$ cat src/rtl/cmac_usplus_0_axis_pkt_mon.sv
// CMAC RX AXI4-Stream packet monitor: checks length, byte pattern and FCS of
// each received frame, counts good/bad frames and flags done/pass after PKT_NUM.
//
// state      | meaning
// WAIT_ALIGN | waiting for stat_rx_aligned, beats ignored
// ARMED      | between frames, next valid beat starts a frame
// RECV       | inside a multi-beat frame
// DONE       | PKT_NUM frames completed, beats ignored until restart
module cmac_usplus_0_axis_pkt_mon #(
  parameter int PKT_NUM  = 1000,
  parameter int PKT_SIZE = 522
) (
  input  logic         aclk,
  input  logic         aresetn,
  input  logic         rx_aligned,
  input  logic         restart,
  input  logic         rx_axis_tvalid,
  input  logic [511:0] rx_axis_tdata,
  input  logic [63:0]  rx_axis_tkeep,
  input  logic         rx_axis_tlast,
  input  logic         rx_axis_tuser,
  output logic [15:0]  rx_pkt_cnt,
  output logic [15:0]  rx_err_pkt_cnt,
  output logic [15:0]  rx_len_err_cnt,
  output logic [15:0]  rx_data_err_cnt,
  output logic [15:0]  rx_fcs_err_cnt,
  output logic [31:0]  rx_total_bytes,
  output logic         rx_busy_led,
  output logic         rx_done_led,
  output logic         rx_pass
);

  typedef enum logic [1:0] {
    S_WAIT_ALIGN = 2'd0,
    S_ARMED      = 2'd1,
    S_RECV       = 2'd2,
    S_DONE       = 2'd3
  } state_t;

  localparam logic [13:0] LEN_MAX = 14'h3FFF;

  state_t      state_q, state_d;
  logic [13:0] off_q, off_d;
  logic [13:0] len_q, len_d;
  logic        len_err_q, len_err_d;
  logic        data_err_q, data_err_d;
  logic [15:0] pkt_cnt_q, pkt_cnt_d;
  logic [15:0] err_cnt_q, err_cnt_d;
  logic [15:0] len_cnt_q, len_cnt_d;
  logic [15:0] data_cnt_q, data_cnt_d;
  logic [15:0] fcs_cnt_q, fcs_cnt_d;
  logic [31:0] tot_q, tot_d;
  logic        done_q, done_d;
  logic        pass_q, pass_d;
  logic        busy_q, busy_d;

  function automatic logic [15:0] sat_inc16(input logic [15:0] v, input logic en);
    return (en && (v != 16'hFFFF)) ? v + 16'd1 : v;
  endfunction

  // Per-beat analysis: lane popcount and pattern compare against byte offset.
  logic [6:0] keep_pop;
  logic       beat_data_err;
  always_comb begin
    keep_pop      = 7'd0;
    beat_data_err = 1'b0;
    for (int i = 0; i < 64; i++) begin
      keep_pop = keep_pop + 7'(rx_axis_tkeep[i]);
      if (rx_axis_tkeep[i] && (rx_axis_tdata[8*i +: 8] != (off_q[7:0] + 8'(i))))
        beat_data_err = 1'b1;
    end
  end

  logic        keep_full;
  logic        keep_contig;
  logic        beat_len_err;
  logic [14:0] len_sum;
  logic [13:0] len_next;
  logic [14:0] off_sum;
  logic [13:0] off_next;
  logic        frame_len_err;
  logic        frame_data_err;
  logic        frame_any_err;
  logic [32:0] tot_sum;
  logic [31:0] tot_next;

  // A legal last-beat keep is 2^m-1 with m >= 1: ones packed from lane 0.
  assign keep_full    = &rx_axis_tkeep;
  assign keep_contig  = (rx_axis_tkeep != 64'd0) &&
                        ((rx_axis_tkeep & (rx_axis_tkeep + 64'd1)) == 64'd0);
  assign beat_len_err = rx_axis_tlast ? !keep_contig : !keep_full;

  assign len_sum  = {1'b0, len_q} + {8'd0, keep_pop};
  assign len_next = len_sum[14] ? LEN_MAX : len_sum[13:0];
  assign off_sum  = {1'b0, off_q} + 15'd64;
  assign off_next = off_sum[14] ? LEN_MAX : off_sum[13:0];

  assign frame_len_err  = len_err_q | beat_len_err | (len_next == LEN_MAX) |
                          (len_next != 14'(PKT_SIZE));
  assign frame_data_err = data_err_q | beat_data_err;
  assign frame_any_err  = frame_len_err | frame_data_err | rx_axis_tuser;

  assign tot_sum  = {1'b0, tot_q} + {19'd0, len_next};
  assign tot_next = tot_sum[32] ? 32'hFFFF_FFFF : tot_sum[31:0];

  always_comb begin
    state_d    = state_q;
    off_d      = off_q;
    len_d      = len_q;
    len_err_d  = len_err_q;
    data_err_d = data_err_q;
    pkt_cnt_d  = pkt_cnt_q;
    err_cnt_d  = err_cnt_q;
    len_cnt_d  = len_cnt_q;
    data_cnt_d = data_cnt_q;
    fcs_cnt_d  = fcs_cnt_q;
    tot_d      = tot_q;
    done_d     = done_q;

    if (restart) begin
      state_d    = S_WAIT_ALIGN;
      off_d      = 14'd0;
      len_d      = 14'd0;
      len_err_d  = 1'b0;
      data_err_d = 1'b0;
      pkt_cnt_d  = 16'd0;
      err_cnt_d  = 16'd0;
      len_cnt_d  = 16'd0;
      data_cnt_d = 16'd0;
      fcs_cnt_d  = 16'd0;
      tot_d      = 32'd0;
      done_d     = 1'b0;
    end else begin
      case (state_q)
        S_WAIT_ALIGN: begin
          off_d      = 14'd0;
          len_d      = 14'd0;
          len_err_d  = 1'b0;
          data_err_d = 1'b0;
          if (rx_aligned) state_d = S_ARMED;
        end
        S_ARMED, S_RECV: begin
          if (!rx_aligned) begin
            // partial frame dropped, counters keep their values
            state_d    = S_WAIT_ALIGN;
            off_d      = 14'd0;
            len_d      = 14'd0;
            len_err_d  = 1'b0;
            data_err_d = 1'b0;
          end else if (rx_axis_tvalid) begin
            if (rx_axis_tlast) begin
              pkt_cnt_d  = sat_inc16(pkt_cnt_q, 1'b1);
              err_cnt_d  = sat_inc16(err_cnt_q, frame_any_err);
              len_cnt_d  = sat_inc16(len_cnt_q, frame_len_err);
              data_cnt_d = sat_inc16(data_cnt_q, frame_data_err);
              fcs_cnt_d  = sat_inc16(fcs_cnt_q, rx_axis_tuser);
              tot_d      = tot_next;
              off_d      = 14'd0;
              len_d      = 14'd0;
              len_err_d  = 1'b0;
              data_err_d = 1'b0;
              if (pkt_cnt_d >= 16'(PKT_NUM)) begin
                state_d = S_DONE;
                done_d  = 1'b1;
              end else begin
                state_d = S_ARMED;
              end
            end else begin
              off_d      = off_next;
              len_d      = len_next;
              len_err_d  = len_err_q | beat_len_err | (len_next == LEN_MAX);
              data_err_d = frame_data_err;
              state_d    = S_RECV;
            end
          end
        end
        S_DONE: begin
        end
        default: state_d = S_WAIT_ALIGN;
      endcase
    end
  end

  assign pass_d = done_d && (err_cnt_d == 16'd0);
  assign busy_d = (state_q == S_ARMED) || (state_q == S_RECV);

  always_ff @(posedge aclk or negedge aresetn) begin
    if (!aresetn) begin
      state_q    <= S_WAIT_ALIGN;
      off_q      <= 14'd0;
      len_q      <= 14'd0;
      len_err_q  <= 1'b0;
      data_err_q <= 1'b0;
      pkt_cnt_q  <= 16'd0;
      err_cnt_q  <= 16'd0;
      len_cnt_q  <= 16'd0;
      data_cnt_q <= 16'd0;
      fcs_cnt_q  <= 16'd0;
      tot_q      <= 32'd0;
      done_q     <= 1'b0;
      pass_q     <= 1'b0;
      busy_q     <= 1'b0;
    end else begin
      state_q    <= state_d;
      off_q      <= off_d;
      len_q      <= len_d;
      len_err_q  <= len_err_d;
      data_err_q <= data_err_d;
      pkt_cnt_q  <= pkt_cnt_d;
      err_cnt_q  <= err_cnt_d;
      len_cnt_q  <= len_cnt_d;
      data_cnt_q <= data_cnt_d;
      fcs_cnt_q  <= fcs_cnt_d;
      tot_q      <= tot_d;
      done_q     <= done_d;
      pass_q     <= pass_d;
      busy_q     <= busy_d;
    end
  end

  assign rx_pkt_cnt      = pkt_cnt_q;
  assign rx_err_pkt_cnt  = err_cnt_q;
  assign rx_len_err_cnt  = len_cnt_q;
  assign rx_data_err_cnt = data_cnt_q;
  assign rx_fcs_err_cnt  = fcs_cnt_q;
  assign rx_total_bytes  = tot_q;
  assign rx_busy_led     = busy_q;
  assign rx_done_led     = done_q;
  assign rx_pass         = pass_q;

endmodule
$ cat config.mk
export PLATFORM = sky130hd
export DESIGN_NAME = cmac_usplus_0_axis_pkt_mon
export DESIGN_NICKNAME = d
export VERILOG_FILES = /design/src/rtl/cmac_usplus_0_axis_pkt_mon.sv
export SDC_FILE = /design/constraint.sdc
export NUM_CORES = 1
export LEC_CHECK = 0
export ABC_AREA = 1
export BUFFER_PORTS_ARGS = -buffer_cell sky130_fd_sc_hd__buf_2
export CAP_MARGIN = 30
export CORE_AREA = 2 2 269 271
export CTS_BUF_LIST = sky130_fd_sc_hd__clkbuf_8 sky130_fd_sc_hd__clkbuf_16
export DETAILED_ROUTE_END_ITERATION = 8
export DIE_AREA = 0 0 271 273
export PLACE_DENSITY = 0.43
export SYNTH_ARGS = -nofsm -noshare
export SYNTH_HDL_FRONTEND = slang
export SYNTH_SLANG_ARGS = --single-unit
$ cat constraint.sdc
create_clock -name aclk -period 13 [get_ports aclk]
set_input_delay 0.65 -clock aclk [delete_from_list [all_inputs] [get_ports aclk]]
set_output_delay 0.65 -clock aclk [all_outputs]
set_load 0.05 [all_outputs]
# --- Word level (Yosys, flattened, before mapping) ---
# Index checks and enable logic that the tools add are counted.
totals:
  reg_bits: 147
  inputBits: 583
  output_inout_bits: 115
  elab_cells: 461
op_classes:
  n_addsub: 135
  n_lt_le_gt_ge: 1
  n_eq_ne: 75
  mux: 136
  bitwise_logic: 7
  n_reduce_logical: 93
ops:
  columns: ["op", "count"]
  rows:
  - ["8-bit inequality test", 64]
  - ["16-bit 2-to-1 mux", 30]
  - ["7-bit by 1-bit adder with 7-bit output", 57]
  - ["8-bit by 6-bit adder with 8-bit output (second input constant)", 32]
  - ["32-bit 2-to-1 mux", 6]
  - ["14-bit 2-to-1 mux", 10]
  - ["8-bit by 5-bit adder with 8-bit output (second input constant)", 16]
  - ["16-bit by 1-bit adder with 16-bit output (second input constant)", 5]
  - ["16-bit inequality test (second input constant)", 5]
  - ["1-bit 2-to-1 mux", 79]
  - ["1-bit logical AND", 70]
  - ["64-bit by 1-bit adder with 64-bit output (second input constant)", 1]
  - ["8-bit by 4-bit adder with 8-bit output (second input constant)", 8]
  - ["64-bit AND", 1]
  - ["64-bit zero test", 1]
  - ["64-bit AND reduction", 1]
  - ["64-bit nonzero test", 1]
  - ["14-bit case mux with 2 select lines", 2]
  - ["32-bit by 14-bit adder with 33-bit output", 1]
  - ["8-bit by 3-bit adder with 8-bit output (second input constant)", 4]
  - ["8-bit by 2-bit adder with 8-bit output (second input constant)", 2]
  - ["16-bit by 10-bit greater-or-equal comparator with 1-bit output (second input constant)", 1]
  - ["16-bit zero test", 1]
  - ["14-bit by 7-bit adder with 15-bit output", 1]
  - ["other kinds (28)", 48]

# --- Longest topological paths before layout ---
logic_depth:
  ltp_word: 79
  ltp_mapped: 43
  depth_no_buf: 41

# --- Worst setup path after synthesis ---
# OpenSTA, ideal clock, no wires.
synth_path:
  path_type: "input to register"
  start: "input rx_axis_tkeep[53]"
  end: "register tot_q[26], in the netlist rx_total_bytes[26]"
  setup_ns: 0.132
  arrival_ns: 8.795
  t_required_ns: 12.868
  slack_ns: 4.073
  stages: 43
  path_buffers: 2
  path_cell_list: "fa_1 -> inv_1 -> fa_1 -> inv_1 -> fa_1 -> inv_1 -> fa_1 -> inv_1 -> fa_1 -> inv_1 -> fa_1 -> fa_1 -> fa_1 -> inv_1 -> fa_1 -> fa_1 -> nand3_1 -> nand2_1 -> (+7 left out) -> a21o_1 -> a21oi_1 -> o21ai_1 -> a21oi_1 -> o21ai_1 -> nand3_1 -> nand2_1 -> nand2_1 -> inv_1 -> nand2_1 -> inv_1 -> nand2_1 -> nor2_1 -> nand2_1 -> inv_1 -> buf_2 -> o21ai_0 -> o21ai_0"
synth_via:
  elab_chain_cells: 20
synth_rtl:
  columns: ["element", "line", "rtl"]
  rows:
  - ["from (decl)", "19", "input logic [63:0] rx_axis_tkeep,"]
  - ["7-bit by 1-bit adder with 7-bit output (11 in a row)", "68", "keep_pop = keep_pop + 7'(rx_axis_tkeep[i]);"]
  - ["14-bit by 7-bit adder with 15-bit output", "93", "assign len_sum = {1'b0, len_q} + {8'd0, keep_pop};"]
  - ["14-bit 2-to-1 mux", "94", "assign len_next = len_sum[14] ? LEN_MAX : len_sum[13:0];"]
  - ["32-bit by 14-bit adder with 33-bit output", "103", "assign tot_sum = {1'b0, tot_q} + {19'd0, len_next};"]
  - ["32-bit 2-to-1 mux", "104", "assign tot_next = tot_sum[32] ? 32'hFFFF_FFFF : tot_sum[31:0];"]
  - ["32-bit 2-to-1 mux", "151", "if (rx_axis_tlast) begin"]
  - ["32-bit 2-to-1 mux", "150", "end else if (rx_axis_tvalid) begin"]
  - ["32-bit 2-to-1 mux", "143", "if (!rx_aligned) begin"]
  - ["32-bit 2-to-1 mux", "134", "case (state_q)"]
  - ["32-bit 2-to-1 mux", "120", "if (restart) begin"]
  - ["to (signal assigned)", "214", "tot_q <= tot_d;"]
  - ["to (decl)", "52", "logic [31:0] tot_q, tot_d;"]
# Every way passes these cells. The select of a mux whose other input is x is not followed.
# A chain may end at the register's enable or synchronous reset.

# --- Final worst setup path ---
layout_path:
  start: "input rx_axis_tkeep[53]"
  end: "register tot_q[25], in the netlist rx_total_bytes[25]"
# The elaborated chain is that of the path after synthesis.

==> metrics.cfg <==
[yosys]
count_of_mapped_cells_out_of_synthesis = 2668
post_synth_num_cell_types = 60
syn_avg_cell_area_um2 = 6.24
synthTopCellsByArea = dfrtp_1, nand2_1, nor2_1
postSynthRegisterBits = 142
synth_top_flop_cell = dfrtp_1
syn-num-nets = 3361
synth_sequential_area_ratio_pct = 21.4
async_flop_share_pct = 100
synth-edff-count = 0
post_synth_instance_area_mm2 = 0.0166
cell_taking_the_most_area_after_synthesis = dfrtp_1
post_synth_top_area_share_pct = 21.4
synth-warning-count = 0

[global_routing]
met2_usage_pct = 41.8
use_met3_pct = 4.18
gr-usage-met1_pct = 27.5
globalRouteTotalUtil_pct = 23.2
grt_antenna_before_repair = 29
grt_pass1_wl_um = 127000
grt_max_degree = 84
global_route_layer_with_the_greatest_usage = met2
overflow = 0
first_global_vias = 19500

[place]
dp_hpwl_um = 75700
buffer_ports.inserted = 697
place.gp.congestion = 0.984

[run]
maxCapViolCount = 0

[power_and_ir_drop]
internal_dissipation_mw = 2.26
powerDensity_mw_per_mm2 = 238
power.share.sequential_pct = 9.1
clock_power_share_pct = 9.8
power.ir.vdd_worst_v = 0.000708
power_switching_share_pct = 56.3
power.share.combinational_pct = 81.1
power.static_leakage_nw = 11.2
power.net_switching_mw = 2.91

[setup_path]
worstPathRequired_ns = 13.30
cpPeakStageDelay_ns = 0.54
cp.arrival_ns = 10.31
r2r-start = len_q[0]
startpoint_type = input pin
crit_path_max_fanout = 23
slowest_stage = fa_1
critical_path.startpoint = rx_axis_tkeep[53]
crit_path_end_kind = register
worst_r2r_path_depth = 36
worst-setup-path-type = in -> reg
crit_top_cell = fa_1

[sta]
finalHoldViolCount = 0
final-setup-viol-count = 0
timing.hold.ws_ns = 0.223
timing.setup.tns_ns = 0
timing.slew.headroom_pct = 40.6
grt_setup_unrepaired = no
transition_time_of_the_tightest_slew_check_pin_ns = 0.891
timing.final.max_slew_violations = 0
timing.fmax_mhz = 100
setup_clock_skew_after_layout_ns = 0.0104
layout_min_cycle_time_ns = 10.00
final.period_utilization_pct = 77.0

[cells_and_area]
finish.net_count = 4034
layout.cells.most_common_list = nand2_1, buf_2, nor2_1, inv_1, nand3_1
area_growth_syn_to_layout_pct = 30.5
layout.cells.most_common = nand2_1
layout-drive-gt1-share_pct = 24.3
final_util_pct = 30.6

[cts]
cts-root-buf = clkbuf_16
post_cts_resize_count = 0
cts_hold_repair.buffers = 0
clock_sinks = 142
clk-insertion-delay-late_ns = 0.46
htree_num_levels = 4
post_cts_buffers = 0
cts-buffers-inserted = 17
clk_transition_reported_paths_ns = 0.07
tritoncts = built
clk_path_buf_depth = 2

[die]
rows = 98
die_y_um = 273
fp.coreArea_mm2 = 0.0710
dieArea_mm2 = 0.0740
die_w_um = 271
floorplan.io_pins = 698
initial_util_pct = 23.4

[detailed_routing]
wirelength_um = 88900
route.detailed.vias_per_inst = 4.63
drcViolationCount = 0
drt-pass1-iter-count = 5
ant_nets = 0
drt_iter0_drc = 1200
drt-wirelength-per-cell_um = 20.6
dr_total_vias = 20000

[worst_hold_path]
min_path_type = in -> async

[run_status]
run_status = finished, final reports clean

## cell type report
| type | count | area, um^2 |
|---|---|---|
| Clock buffer | 18 | 439 |
| Timing Repair Buffer | 708 | 3600 |
| Multi-Input combinational cell | 2115 | 11400 |
| Tap cell | 950 | 1190 |
| Fill cell | 8072 | 49300 |
| Clock inverter | 13 | 140 |
| Inverter | 357 | 1340 |
| Antenna cell | 8 | 20.0 |
| Sequential cell | 142 | 3560 |
## sequential cells by signal, summed over array words and instances (netlist names)
register and cells:
rx_done_led 1, len_q 14, rx_err_pkt_cnt 16, rx_pkt_cnt 16
rx_total_bytes 32, data_err_q 1, off_q 9, rx_fcs_err_cnt 16
len_err_q 1, rx_busy_led 1, rx_pass 1, rx_data_err_cnt 16
rx_len_err_cnt 16, state_q 2
## critical path: cells and delay by family
kind / cells / cell delay (ns)
AOI/OAI and AO/OA: 7 / 1.53
adders and majority gates: 12 / 5.49
buffers and inverters: 10 / 0.96
and+or+nand+nor: 13 / 1.64
## cell families after synthesis
family / count (synthesis) / synth area share, %
compound gates: 351 / 11.8
flops: 142 / 21.4
buf+inv: 411 / 10.0
simple gates: 1536 / 39.8
xor+xnor: 118 / 6.21
fa+ha+maj: 110 / 10.8
## routing by layer
layer  vias to the layer above  wire length (um)
met1                      9229             36100
met3                       138              4930
li1                       9931                 -
met5                         -               179
met4                        30              2770
met2                       640             44900
## Yosys cell counts, types with 3 or more instances
cell	count
nand2_1	708
nor2_1	411
inv_1	351
nand3_1	159
dfrtp_1	142
o21ai_0	135
a21oi_1	94
nor3_1	71
xor2_1	69
nand4_1	63
fa_1	57
ha_1	53
xnor2_1	49
o21ai_1	33
or2_2	31
o22ai_1	25
buf_2	18
clkbuf_1	17
nor3b_1	17
nand3b_1	16
nor2_2	13
o211ai_1	12
nand2_2	11
nor4_1	10
buf_6	9
a22o_1	8
a31oi_1	8
o31ai_1	7
a22oi_1	6
or2_0	6
buf_4	5
inv_2	5
a21boi_1	4
a21o_1	3
and2_1	3
buf_1	3
nor3_2	3
o21a_1	3
## power groups by stage
stage,clock network (mW),logic (mW),registers (mW)
after CTS,0.525,4.23,0.474
after detailed placement,0,4.21,0.482
after floorplan,0,2.96,0.518
after global placement,0,4.23,0.482
final,0.506,4.20,0.473
after global routing,0.538,4.72,0.476
## metrics by stage
step / power [mW] / std cells / setup WS (ns) / instance area [um^2]
3_5_place_dp: 4.69 / 4272 / 2.54 / 21100
3_3_place_gp: 4.71 / 4271 / 2.68 / 21100
5_1_grt: 5.73 / 4309 / 2.32 / 21700
6_report: 5.18 / 4311 / 3.00 / 21700
4_1_cts: 5.23 / 4303 / 3.01 / 21700
2_1_floorplan: 3.48 / 2668 / 4.07 / 16600
## worst paths after layout
path / to / slack (ns)
min: rx_data_err_cnt[4] / 0.22
max reg2reg: rx_total_bytes[25] / 3.61
max: rx_total_bytes[25] / 3.00
min reg2reg: len_q[7] / 0.50
min in group aclk: len_q[7] / 0.50
max in group asynchronous: off_q[4] / 11.26
No activity file was read; power rests on OpenSTA's default activity.
